==> config.mk <==
export PLATFORM = sky130hd
export DESIGN_NAME = card_dealer
export DESIGN_NICKNAME = d
export VERILOG_FILES = /design/src/rtl/card_dealer.sv
export SDC_FILE = /design/constraint.sdc
export NUM_CORES = 1
export LEC_CHECK = 0
export BUFFER_PORTS_ARGS = -buffer_cell sky130_fd_sc_hd__buf_2
export CAP_MARGIN = 20
export CORE_AREA = 2 2 39 41
export CTS_CLUSTER_SIZE = 12
export DETAILED_ROUTE_END_ITERATION = 10
export DIE_AREA = 0 0 41 43
export SETUP_SLACK_MARGIN = 0.02
export SLEW_MARGIN = 20
export SYNTH_ARGS = -nofsm -noshare
export SYNTH_HDL_FRONTEND = slang
export SYNTH_SLANG_ARGS = --single-unit
==> constraint.sdc <==
create_clock -name clk -period 2.3 [get_ports clk]
set_clock_uncertainty 0.15 [all_clocks]
set_input_delay 0.23 -clock clk [delete_from_list [all_inputs] [get_ports clk]]
set_output_delay 0.23 -clock clk [all_outputs]
set_load 0.03 [all_outputs]
==> src/rtl/card_dealer.sv <==
// card_dealer: deals card codes 1..13 sampled from a free-running rank counter, handed off via valid/ready.
// Define SHOE_TRACK_EN for a finite shoe without replacement; otherwise cards are dealt with replacement.
module card_dealer #(
    parameter int NUM_DECKS = 1,
    parameter int CNT_W = 4,
    parameter int LEFT_W = 6
) (
    input  logic              clk,
    input  logic              resetb,
    input  logic              deal_req,
    input  logic              shuffle,
    input  logic              card_ready,
    output logic              card_valid,
    output logic [3:0]        card,
    output logic              shoe_empty,
    output logic [LEFT_W-1:0] cards_left
);
    localparam logic [LEFT_W-1:0] FULL_LEFT = LEFT_W'(52 * NUM_DECKS);
    typedef enum logic [1:0] {IDLE, SEARCH, PRESENT} state_t;
    state_t state, state_n;
    logic [3:0] rank;
    logic accept;
    assign card_valid = state == PRESENT;
    assign accept = card_valid && card_ready;
    always_ff @(posedge clk)
        if (!resetb) rank <= 4'd1;
        else rank <= (rank == 4'd13) ? 4'd1 : rank + 4'd1;
`ifdef SHOE_TRACK_EN
    localparam logic [CNT_W-1:0] FULL_CNT = CNT_W'(4 * NUM_DECKS);
    logic [CNT_W-1:0] cnt [1:13];
    logic [3:0] cand, cand_n;
    logic hit, found, refill;
    assign shoe_empty = cards_left == '0;
    assign cand_n = (cand == 4'd13) ? 4'd1 : cand + 4'd1;
    assign hit = cnt[rank] != '0;
    assign found = cnt[cand_n] != '0;
    assign refill = state == IDLE && shuffle;
    always_comb begin
        state_n = state;
        case (state)
            IDLE:    if (!shuffle && deal_req && !shoe_empty) state_n = hit ? PRESENT : SEARCH;
            SEARCH:  if (found) state_n = PRESENT;
            default: if (card_ready) state_n = IDLE;
        endcase
    end
    always_ff @(posedge clk) begin
        if (!resetb) begin
            state <= IDLE;
            card <= '0;
            cand <= 4'd1;
            cards_left <= FULL_LEFT;
            cnt <= '{default: FULL_CNT};
        end else begin
            state <= state_n;
            // the candidate tracks the rank while idle so SEARCH starts from the sampled rank
            if (state == IDLE) cand <= rank;
            else if (state == SEARCH) cand <= cand_n;
            if (state == IDLE && state_n == PRESENT) card <= rank;
            else if (state == SEARCH && state_n == PRESENT) card <= cand_n;
            if (refill) begin
                cnt <= '{default: FULL_CNT};
                cards_left <= FULL_LEFT;
            end else if (accept) begin
                cnt[card] <= cnt[card] - CNT_W'(1);
                cards_left <= cards_left - LEFT_W'(1);
            end
        end
    end
`else
    logic unused;
    assign unused = shuffle | (CNT_W == 0);
    assign shoe_empty = 1'b0;
    assign cards_left = FULL_LEFT;
    always_comb begin
        state_n = state;
        if (state == IDLE && deal_req) state_n = PRESENT;
        else if (accept) state_n = IDLE;
    end
    always_ff @(posedge clk) begin
        if (!resetb) begin
            state <= IDLE;
            card <= '0;
        end else begin
            state <= state_n;
            if (state == IDLE && deal_req) card <= rank;
        end
    end
`endif
endmodule
# Yosys cells after proc, flatten, opt, wreduce, memory -nomap -nowiden
# Cells that the tools add are included.
[word_totals]
register_bits = 9
out_inout_bits = 12
elab_cells = 13
[op_classes]
n_addsub = 1
eq_ne = 1
mux = 2
bitwise = 1
n_reduce_logical = 5
[op_table]
columns = ["operator", "n"]
rows = [
  ["$add A4 B1 Y4 const B", 1],
  ["$eq A4 B4 Y1 const B", 1],
  ["$mux W2", 2],
  ["$logic_and A1 B1 Y1", 2],
  ["$logic_not A2 Y1", 1],
  ["$reduce_bool A2 Y1", 1],
  ["$reduce_or A2 Y1", 1],
  ["$not A1 Y1", 1],
]

# Longest topological paths before layout
[logic_depth]
ltp_word = 3
mapped_depth = 5
mapped_depth_nobuf = 5

# Least setup slack after synthesis
# OpenSTA, ideal clock, no wires.
[synth_path]
path_type = "register -> register"
from = "register state[1]"
to = "register card[0]"
setup_ps = 116
arrival_ps = 911
t_required_ps = 2034
path_slack_ps = 1122
stages_incl_launch_ff = 5
synth_period_minus_slack_ps = 1178
cell_sequence = "dfxtp_1 > nor2b_2 > buf_6 > mux2i_1 > nor2b_1"
[synth_between]
elab_chain_cells = 2
[synth_lines]
columns = ["element", "line_no", "source"]
rows = [
  ["start, declared", "20", "state_t state, state_n;"],
  ["start signal, assigned", "84", "state <= state_n;"],
  ["$logic_not A2 Y1", "85", "if (state == IDLE && deal_req) card <= rank;"],
  ["$logic_and A1 B1 Y1", "85", ""],
  ["end signal, assigned", "85", ""],
  ["end, declared", "14", "output logic [3:0] card,"],
]
# No other way between the ends.
# A chain may end at the register's enable or synchronous reset.

# Worst setup path in the final report
[layout_path]
from = "register rank[1]"
to = "register rank[3]"
[layout_between]
elab_chain_cells = 2
word_cells_on_any_way = 3
cone_classes = "1 x add/sub; 1 x eq/ne; 1 x reduce/logical"
[layout_lines]
columns = ["element", "line_no", "source"]
rows = [
  ["start, declared", "21", "logic [3:0] rank;"],
  ["start signal, assigned", "27", "else rank <= (rank == 4'd13) ? 4'd1 : rank + 4'd1;"],
  ["branches (longest 2 deep; another with $add A4 B1 Y4)", "-", ""],
]
# Parallel ways; which one is timed is not known.

==> impl_metrics.toml <==
[run_status]
status = "finished clean"

[drt]
drt_iter0_markers = 2
firstDrtPassIters = 2
wire_per_inst_microns = 9.42
via_count = 303
ant_nets = 0
viasPerCell = 4.39
drc = 0
wirelength_microns = 650

[cells_and_area]
post-route-util_pct = 34.6
finalNonFillerCells = 69
final_nets = 61
diodes = 0
fin_area_sq_um = 479
syn_to_final_growth_pct = 9.43
drive_above_1_share_pct = 22.6
n_fill_cell = 155

[sta]
final-setup-viol-count = 0
rsz0062_at_grt = "no"
hold-worst-slack_ns = 0.0536
finalCritPeriodShare_pct = 54.9
min_period_ns = 1.26
final.setup.tns_ns = 0
fmax_mhz = 792
hold_viol = 0
setup_slack_ns = 1.04
slew_violations = 0

[worst_setup_path]
required_ns = 2.34
critPathLaunchType = "flop"
slowest_delay_ns = 0.40
crit_fanout = 5
r2r-start = "rank[1]$_SDFF_PP0_"
cp-end-kind = "flop"
critPathSlowestCell = "dfxtp_1"
worstPathCellList = "inv_1 -> ha_1 -> a21oi_1 -> o21ai_0 -> a21boi_0"
cp-endpoint = "rank[3]$_SDFF_PP0_"
reg2reg_to = "rank[3]$_SDFF_PP0_"
arrival_ns = 1.30
critical_path.startpoint = "rank[1]$_SDFF_PP0_"
r2r_slack_ns = 1.04
reg2reg_depth = 5
path_class = "flop to flop"

[cts]
htreeDepth = 1
cts-root-buf = "clkbuf_4"
postCtsHoldBufs = 0
clk_path_buf_depth = 2
cts.repair.resized = 0
insertion_delay_ns = 0.26
cts_tree = "yes"
cts_buffers = 3
path_clk_slew_ns = 0.06
cts_sinks = 9
postCtsSetupBuffers = 0

[logic_synthesis]
synth.distinct_cells = 17
synthTopCellsByArea = "dfxtp_1 41%, buf_4 12%, mux2i_1 11%"
netlist.area_leader.share_pct = 41.1
ys_seq_elements = 9
yosysSeqAreaShare_pct = 41.1
syn_avg_cell_area_sq_um = 9.95
synth.largest_area_cell = "dfxtp_1"
yosysWarnings = 0
synthCells = 44
syn-cell-area_sq_um = 438

[power_and_ir_drop]
finalPower_mw = 0.365
seq_power_share_pct = 49.0
p_per_area_nw_per_um2 = 762
intPower_mw = 0.257
vdd_ir_drop_max_v = 0.000279
p_sw_share_pct = 29.7
power_frac_comb_pct = 17.5
clkPwrFrac_pct = 33.5
p_sw_mw = 0.108
power.leakage_nw = 0.226

[job]
drv_cap = 0

[global_route]
grt_max_degree = 10
antenna_found_initial = 0
track_usage_pct = 9.15
grt_pass1_wl_microns = 986
first_global_vias = 258
gr-total-overflow = 0

[placed_design]
placedCellCount = 65
placed_area_sq_um = 453
gp_congestion = 0.754
pre_cts_ws_ns = 1.07
io_buffer_count = 8
dp_hpwl_microns = 484

[die]
pin_count = 17
die_y_microns = 43
die_x_microns = 41
die_area_sq_um = 1760
start_util_pct = 31.6
coreArea_sq_um = 1380
rows = 14

[worst_hold_path]
holdCritPathClass = "input pin to flop"
area by class of cell:
cell class                      count  area (sq um)  area share, %
Clock buffer                        4          26.3           5.48
Inverter                            2          7.51           1.57
Multi-Input combinational cell     30           205           42.8
Sequential cell                     9           180           37.6
Tap cell                           16          20.0           4.18
Timing Repair Buffer                8          40.0           8.36
power groups by stage:
stage / Sequential [mW] / Clock [mW] / Combinational, mW
finish: 0.179 / 0.123 / 0.0640
floorplan: 0.190 / 0 / 0.0538
global placement: 0.182 / 0 / 0.0633
CTS: 0.179 / 0.126 / 0.0647
global route: 0.180 / 0.131 / 0.0704
detailed placement: 0.182 / 0 / 0.0643
cells by family after synthesis:
kind of cell    Yosys count  synth area share, %
fa+ha+maj                 2                 5.71
compound gates            5                 7.43
simple gates             11                 16.3
buf+inv                  10                 16.3
mux                       5                 11.4
other cells               2                 1.71
flops                     9                 41.1
placed cells by master (no fill, tap or decap), types with 2 or more instances in the layout:
cell | synthesis | layout
dfxtp_1 | 9 | 9
buf_2 | 0 | 8
conb_1 | 2 | 7
mux2i_1 | 5 | 5
nor2b_1 | 5 | 5
clkbuf_4 | 0 | 3
inv_1 | 2 | 2
nand3_1 | 2 | 2
a21oi_1 | 2 | 2
ha_1 | 2 | 2
synth_stat cells:
cell	n
dfxtp_1	9
inv_1	2
buf_4	7
and3b_1	1
nor2b_2	1
o211a_1	1
ha_1	2
nand3_1	2
nor2b_1	5
nand4b_1	1
mux2i_1	5
buf_6	1
a21oi_1	2
conb_1	2
a21boi_0	1
nand2_1	1
o21ai_0	1
worst max-delay path, delay by kind of cell, from the launching register on:
| kind | cells | cell delay [ns] |
|---|---|---|
| AOI/OAI and AO/OA | 3 | 0.37 |
| adders and majority gates | 1 | 0.20 |
| buffers and inverters | 1 | 0.06 |
| DFF | 1 | 0.40 |
worst min-delay path by stage:
stage | cells past startpoint | end | startpoint | slack (ns)
after detailed placement | 1 | rank[0]$_SDFF_PP1_ | rank[0]$_SDFF_PP1_ | 0.31
final | 2 | state[1]$_SDFFE_PN0P_ | deal_req | 0.05
after floorplan | 1 | rank[0]$_SDFF_PP1_ | resetb | 0.17
after global routing | 2 | state[1]$_SDFFE_PN0P_ | deal_req | 0.06
after CTS | 2 | state[1]$_SDFFE_PN0P_ | deal_req | 0.05
after global placement | 1 | rank[0]$_SDFF_PP1_ | rank[0]$_SDFF_PP1_ | 0.31
registers in the layout, indices dropped and copies added (netlist names):
name / flops
card: 4
rank: 4
state: 1
routing by layer:
layer | GRT usage [%] | wire, microns | share of wire, %
met1 | 10.0 | 282 | 43
met4 | 12.0 | 39 | 6.0
met5 | 0 | 0 | 0
met2 | 11.3 | 272 | 42
met3 | 3.14 | 55 | 8.5
No activity file was read; power rests on OpenSTA's default activity.
